File: src/rtl/arp_pkg.sv
// rtl/arp_pkg.sv - ARP/Ethernet constants, FSM state type and frame word map for arp_frame_builder
package arp_pkg;

  localparam logic [15:0] ETHERTYPE_ARP = 16'h0806;
  localparam logic [15:0] HTYPE_ETH     = 16'h0001;
  localparam logic [15:0] PTYPE_IPV4    = 16'h0800;
  localparam logic [15:0] HLEN_PLEN     = 16'h0604;
  localparam logic [15:0] OPER_REQ      = 16'h0001;
  localparam logic [15:0] OPER_REP      = 16'h0002;
  localparam logic [47:0] BCAST_MAC     = 48'hFFFF_FFFF_FFFF;

  localparam int unsigned NW_BASE = 11;
  localparam int unsigned NW_PAD  = 15;

  typedef enum logic [2:0] {
    S_IDLE,
    S_WAIT_RDY,
    S_WRITE,
    S_WAIT_SEND,
    S_WAIT_DONE,
    S_DONE,
    S_ERR
  } state_t;

  // Indices past W10 fall to the default and yield the zero padding words.
  function automatic logic [31:0] arp_word(
    input logic [3:0]  idx,
    input logic        op,
    input logic [47:0] src_mac,
    input logic [31:0] src_ip,
    input logic [47:0] tgt_mac,
    input logic [31:0] tgt_ip
  );
    logic [47:0] dst;
    logic [47:0] tha;
    logic [15:0] oper;
    dst  = op ? tgt_mac : BCAST_MAC;
    tha  = op ? tgt_mac : 48'h0;
    oper = op ? OPER_REP : OPER_REQ;
    case (idx)
      4'd0:    arp_word = dst[47:16];
      4'd1:    arp_word = {dst[15:0], src_mac[47:32]};
      4'd2:    arp_word = src_mac[31:0];
      4'd3:    arp_word = {ETHERTYPE_ARP, HTYPE_ETH};
      4'd4:    arp_word = {PTYPE_IPV4, HLEN_PLEN};
      4'd5:    arp_word = {oper, src_mac[47:32]};
      4'd6:    arp_word = src_mac[31:0];
      4'd7:    arp_word = src_ip;
      4'd8:    arp_word = tha[47:16];
      4'd9:    arp_word = {tha[15:0], tgt_ip[31:16]};
      4'd10:   arp_word = {tgt_ip[15:0], 16'h0000};
      default: arp_word = 32'h0;
    endcase
  endfunction

endpackage

File: src/rtl/arp_frame_builder.sv
// rtl/arp_frame_builder.sv - streams one Ethernet/ARP frame into an ethernet_module TX port, then sends it
// ARP_PAD_EN: when defined, appends four zero words so the frame reaches the 60-byte minimum.
module arp_frame_builder
  import arp_pkg::*;
#(
  parameter int              TO_W           = 24,
  parameter logic [TO_W-1:0] TIMEOUT_CYCLES = 24'hFFFFFF
) (
  input  logic        clk_100_mhz,
  input  logic        rst_n,
  input  logic        start,
  input  logic        op,
  input  logic [47:0] src_mac,
  input  logic [31:0] src_ip,
  input  logic [47:0] tgt_mac,
  input  logic [31:0] tgt_ip,
  output logic        busy,
  output logic        done,
  output logic        error,
  output logic [31:0] tx_data_in,
  output logic        tx_valid,
  input  logic        tx_ready_to_write,
  input  logic        tx_ready_to_send,
  output logic        tx_send,
  input  logic        tx_done
);

`ifdef ARP_PAD_EN
  localparam int unsigned NW = NW_PAD;
`else
  localparam int unsigned NW = NW_BASE;
`endif

  localparam logic [3:0]      LAST_IDX = 4'(NW - 1);
  localparam logic [TO_W-1:0] TO_ONE   = {{(TO_W-1){1'b0}}, 1'b1};
  localparam logic [TO_W-1:0] TO_LAST  = TIMEOUT_CYCLES - TO_ONE;

  state_t          state;
  state_t          state_n;
  logic [3:0]      word_idx;
  logic [TO_W-1:0] to_cnt;

  logic            op_q;
  logic [47:0]     src_mac_q;
  logic [31:0]     src_ip_q;
  logic [47:0]     tgt_mac_q;
  logic [31:0]     tgt_ip_q;

  always_ff @(posedge clk_100_mhz or negedge rst_n) begin
    if (!rst_n) begin
      state <= S_IDLE;
    end else begin
      state <= state_n;
    end
  end

  always_comb begin
    state_n = state;
    case (state)
      S_IDLE: begin
        if (start) state_n = S_WAIT_RDY;
      end
      S_WAIT_RDY: begin
        if (tx_ready_to_write)      state_n = S_WRITE;
        else if (to_cnt == TO_LAST) state_n = S_ERR;
      end
      S_WRITE: begin
        if (word_idx == LAST_IDX) state_n = S_WAIT_SEND;
      end
      S_WAIT_SEND: begin
        if (tx_ready_to_send) state_n = S_WAIT_DONE;
      end
      S_WAIT_DONE: begin
        // A completion in the expiry cycle still counts as success.
        if (tx_done)                state_n = S_DONE;
        else if (to_cnt == TO_LAST) state_n = S_ERR;
      end
      S_DONE:  state_n = S_IDLE;
      S_ERR:   state_n = S_IDLE;
      default: state_n = S_IDLE;
    endcase
  end

  always_comb begin
    busy       = 1'b0;
    done       = 1'b0;
    error      = 1'b0;
    tx_valid   = 1'b0;
    tx_send    = 1'b0;
    tx_data_in = 32'h0;
    case (state)
      S_WAIT_RDY:  busy = 1'b1;
      S_WRITE: begin
        busy       = 1'b1;
        tx_valid   = 1'b1;
        tx_data_in = arp_word(word_idx, op_q, src_mac_q, src_ip_q, tgt_mac_q, tgt_ip_q);
      end
      S_WAIT_SEND: begin
        busy    = 1'b1;
        tx_send = tx_ready_to_send;
      end
      S_WAIT_DONE: busy  = 1'b1;
      S_DONE:      done  = 1'b1;
      S_ERR:       error = 1'b1;
      default: ;
    endcase
  end

  // Request fields are held from the accepted start so the caller may change its inputs freely.
  always_ff @(posedge clk_100_mhz or negedge rst_n) begin
    if (!rst_n) begin
      word_idx  <= 4'd0;
      to_cnt    <= '0;
      op_q      <= 1'b0;
      src_mac_q <= 48'h0;
      src_ip_q  <= 32'h0;
      tgt_mac_q <= 48'h0;
      tgt_ip_q  <= 32'h0;
    end else begin
      case (state)
        S_IDLE: begin
          if (start) begin
            word_idx  <= 4'd0;
            to_cnt    <= '0;
            op_q      <= op;
            src_mac_q <= src_mac;
            src_ip_q  <= src_ip;
            tgt_mac_q <= tgt_mac;
            tgt_ip_q  <= tgt_ip;
          end
        end
        S_WAIT_RDY:  to_cnt   <= to_cnt + TO_ONE;
        S_WRITE:     word_idx <= word_idx + 4'd1;
        S_WAIT_SEND: to_cnt   <= '0;
        S_WAIT_DONE: to_cnt   <= to_cnt + TO_ONE;
        default: ;
      endcase
    end
  end

endmodule

File: config.mk
export PLATFORM = sky130hd
export DESIGN_NAME = arp_frame_builder
export DESIGN_NICKNAME = d
export VERILOG_FILES = /design/src/rtl/arp_pkg.sv /design/src/rtl/arp_frame_builder.sv
export SDC_FILE = /design/constraint.sdc
export NUM_CORES = 1
export LEC_CHECK = 0
export CORE_ASPECT_RATIO = 0.75
export CORE_MARGIN = 4
export CORE_UTILIZATION = 35
export CTS_CLUSTER_DIAMETER = 100
export DETAILED_ROUTE_END_ITERATION = 6
export SYNTH_ARGS = -nofsm -noshare
export SYNTH_HDL_FRONTEND = slang
export SYNTH_SLANG_ARGS = --single-unit
export TNS_END_PERCENT = 30
File: constraint.sdc
create_clock -name clk_100_mhz -period 6.3 [get_ports clk_100_mhz]
set_input_delay 0.945 -clock clk_100_mhz [delete_from_list [all_inputs] [get_ports clk_100_mhz]]
set_output_delay 0.945 -clock clk_100_mhz [all_outputs]
set_load 0.02 [all_outputs]
==> flow_metrics.env <==
export IMPL_grt_max_degree=167
export IMPL_cts_path_max_buffers=2
export IMPL_rows=50
export IMPL_drive_gt1_share_pct=22.2
export IMPL_period_needed_ns=4.56
export IMPL_numPortBuffers=203
export IMPL_fp_dieArea_um2=28600
export IMPL_cp_max_fo=29
export IMPL_grt_overflow_total=0
export IMPL_synth_cell_types=50
export IMPL_gp_congestion=0.813
export IMPL_ys_warn_count=0
export IMPL_vias=6772
export IMPL_start_kind="register"
export IMPL_drc=0
export IMPL_post_dp_cell_area_um2=11400
export IMPL_async_flop_share_pct=100
export IMPL_grt_util_all_layers_pct=17.9
export IMPL_synth_cells=754
export IMPL_grt_pass1_vias=7039
export IMPL_worstSetupEndpointType="output port"
export IMPL_stdcell_area_um2=12000
export IMPL_clock_skew_ns=0.0116
export IMPL_ys_ff_latch=192
export IMPL_synth_flop_cell="dfrtp_1"
export IMPL_maxCapViolCount=0
export IMPL_fillers=2280
export IMPL_p_per_area_nw_per_um2=475
export IMPL_area_growth_pct=32.2
export IMPL_root_buffer="clkbuf_16"
export IMPL_synth_top_cells_by_area="dfrtp_1 (53%), mux2_2 (20%), a22oi_1 (4.1%)"
export IMPL_syn_nets=927
export IMPL_synth_top_area_share_pct=53.0
export IMPL_die_h_um=147
export IMPL_io_pin_count=204
export IMPL_cts_sinks=192
export IMPL_clk_pin_slew_ns=0.07
export IMPL_crit_type="reg -> out"
export IMPL_status="complete, no violations"
export IMPL_netlist_area_um2=9070
export IMPL_via_per_inst=5.30
export IMPL_hold_worst_slack_ns=0.503
export IMPL_rsz0062_at_grt="false"
export IMPL_cts_made_buffers=17
export IMPL_cts_tree="done"
export IMPL_firstDrtPassIters=5
export IMPL_finalMaxSlewViolations=0
export IMPL_p_leak_nw=4.65
export IMPL_drt_iter0_drc=489
export IMPL_core_area_um2=25200
export IMPL_ctsResizeCount=0
export IMPL_grt_pass1_wl_um=41000
export IMPL_required_ns=5.35
export IMPL_dp_hpwl_um=17100
export IMPL_setup_tns_ns=0
export IMPL_cts_setup_buffers=0
export IMPL_peakVddDrop_uv=255
export IMPL_start_util_pct=36.0
export IMPL_hp_class="reg -> reg"
export IMPL_synth_top_cell_by_area="dfrtp_1"
export IMPL_fmax_mhz=219
export IMPL_wire_per_inst_um=20.1
export IMPL_finalCritPeriodShare_pct=72.4
export IMPL_antenna_cells=0
export IMPL_postSynthAreaPerCell_um2=12.0
export IMPL_synth_edf_count=0
export IMPL_nNetsFinal=1099
export IMPL_worstSkewPairLatency_ns=0.43
export IMPL_hold_buffers=0
export IMPL_relSlewSlack_pct=18.3
export IMPL_postRouteAntennaNets=0
export IMPL_yosysSeqAreaShare_pct=53.0
export IMPL_final_hold_viol_count=0
export IMPL_antenna_found_initial=2
export IMPL_worstMarginPinSlew_ns=1.23
export IMPL_drt_total_wl_um=25700
export IMPL_die_w_um=194
export IMPL_setup_viol=0
export IMPL_worstPathArrival_ns=3.62
export IMPL_h_tree_depth=4
==> path summary, 6_finish.rpt <==
path	startpoint	endpoint	slack, ns	depth (start not counted)
setup / recovery	word_idx[0]	tx_data_in[0]	1.74	7
hold / removal	tgt_mac_q[22]	tgt_mac_q[22]	0.50	1
setup reg to reg	state[1]	src_mac_q[15]	3.90	3
hold reg to reg	tgt_mac_q[22]	tgt_mac_q[22]	0.50	1
max in group asynchronous	rst_n	tgt_ip_q[30]	4.11	2
min in group asynchronous	rst_n	src_mac_q[8]	0.57	1
==> cells in the mapped netlist, drive strengths merged (2+ instances only) <==
library cell,n
dfrtp,192
mux2,160
a22oi,50
nand2,43
clkbuf,30
o21ai,28
a21oi,27
a31oi,27
buf,27
nand2b,17
inv,14
mux2i,12
o31ai,11
nor4,10
or4,10
nand4,9
nor2,9
a21o,6
ha,6
nand3,6
a221oi,5
and2,5
and4,5
nor2b,5
a41oi,4
and3,4
or3,4
nor3,3
xnor2,3
a31o,2
a32o,2
o22ai,2
or3b,2
==> stage by stage <==
stage / total power [mW] / cells / setup WS, ns / util (%)
2_1_floorplan: 3.72 / 754 / 3.24 / -
3_3_place_gp: 4.51 / 1245 / 2.32 / 45.1
3_5_place_dp: 4.54 / 1245 / 2.24 / 45.1
4_1_cts: 5.74 / 1277 / 1.75 / 47.5
5_1_grt: 6.07 / 1277 / 1.47 / 47.5
6_report: 5.69 / 1277 / 1.74 / 47.5
==> layout by cell type, fill, tap and decap left out, types with 5 or more instances in the layout <==
| master | instances |
|---|---|
| a21oi_1 | 27 |
| mux2i_1 | 12 |
| inv_6 | 5 |
| nand2b_1 | 17 |
| mux2_2 | 160 |
| a22oi_1 | 50 |
| buf_4 | 6 |
| a221oi_1 | 5 |
| nand4_1 | 9 |
| nand3_1 | 6 |
| clkdlybuf4s50_1 | 202 |
| clkbuf_16 | 17 |
| nor2_1 | 8 |
| o21ai_0 | 28 |
| dfrtp_1 | 192 |
| and4_1 | 5 |
| a31oi_1 | 27 |
| a21o_1 | 6 |
| o31ai_1 | 11 |
| inv_1 | 14 |
| ha_1 | 6 |
| and2_1 | 5 |
| or4_1 | 10 |
| nand2_1 | 43 |
| nor4_1 | 10 |
==> where the power goes <==
part	switching, mW	leakage, nW	internal [mW]
sequential	0.364	2.33	1.80
combinational	1.19	2.02	1.16
clock	0.501	0.298	0.672
==> state kept, by name, indices dropped and copies added, names as in the netlist <==
| register | count |
|---|---|
| src_mac_q | 48 |
| tgt_mac_q | 48 |
| src_ip_q | 32 |
| tgt_ip_q | 32 |
| to_cnt | 24 |
| word_idx | 4 |
| state | 3 |
| op_q | 1 |
==> final cells by class <==
cell class	instances	area, um^2	area share (%)
Multi-Input combinational cell	491	3980	33.2
Clock inverter	14	200	1.67
Tap cell	338	423	3.53
Sequential cell	192	4800	40.1
Timing Repair Buffer	210	2100	17.5
Clock buffer	18	429	3.58
Inverter	14	52.6	0.438
==> layer usage <==
layer | GRT usage, % | vias to the layer above | wire length [um]
li1 | - | 3173 | -
met1 | 27.7 | 3404 | 13100
met2 | 25.3 | 170 | 10800
met3 | 4.90 | 21 | 1450
met4 | 3.51 | 4 | 316
met5 | 0 | - | 21
==> worst max-delay path, cell delays in order (launching register included) <==
cell and delay [ns]:
dfrtp_1 0.42, inv_1 0.12, ha_1 0.32, nand2b_1 0.19, nor2_4 0.75, o21ai_0 0.26, a31oi_1 0.43, clkdlybuf4s50_1 0.70
==> cell families after synthesis <==
kind of cell / count (synthesis) / share of synthesized area [%]
flops: 192 / 53.0
mux: 172 / 21.2
simple gates: 136 / 8.25
buf+inv: 71 / 3.45
compound gates: 174 / 13.0
xor+xnor: 3 / 0.290
fa+ha+maj: 6 / 0.828
Note: power is estimated with default switching activity, not from simulation.
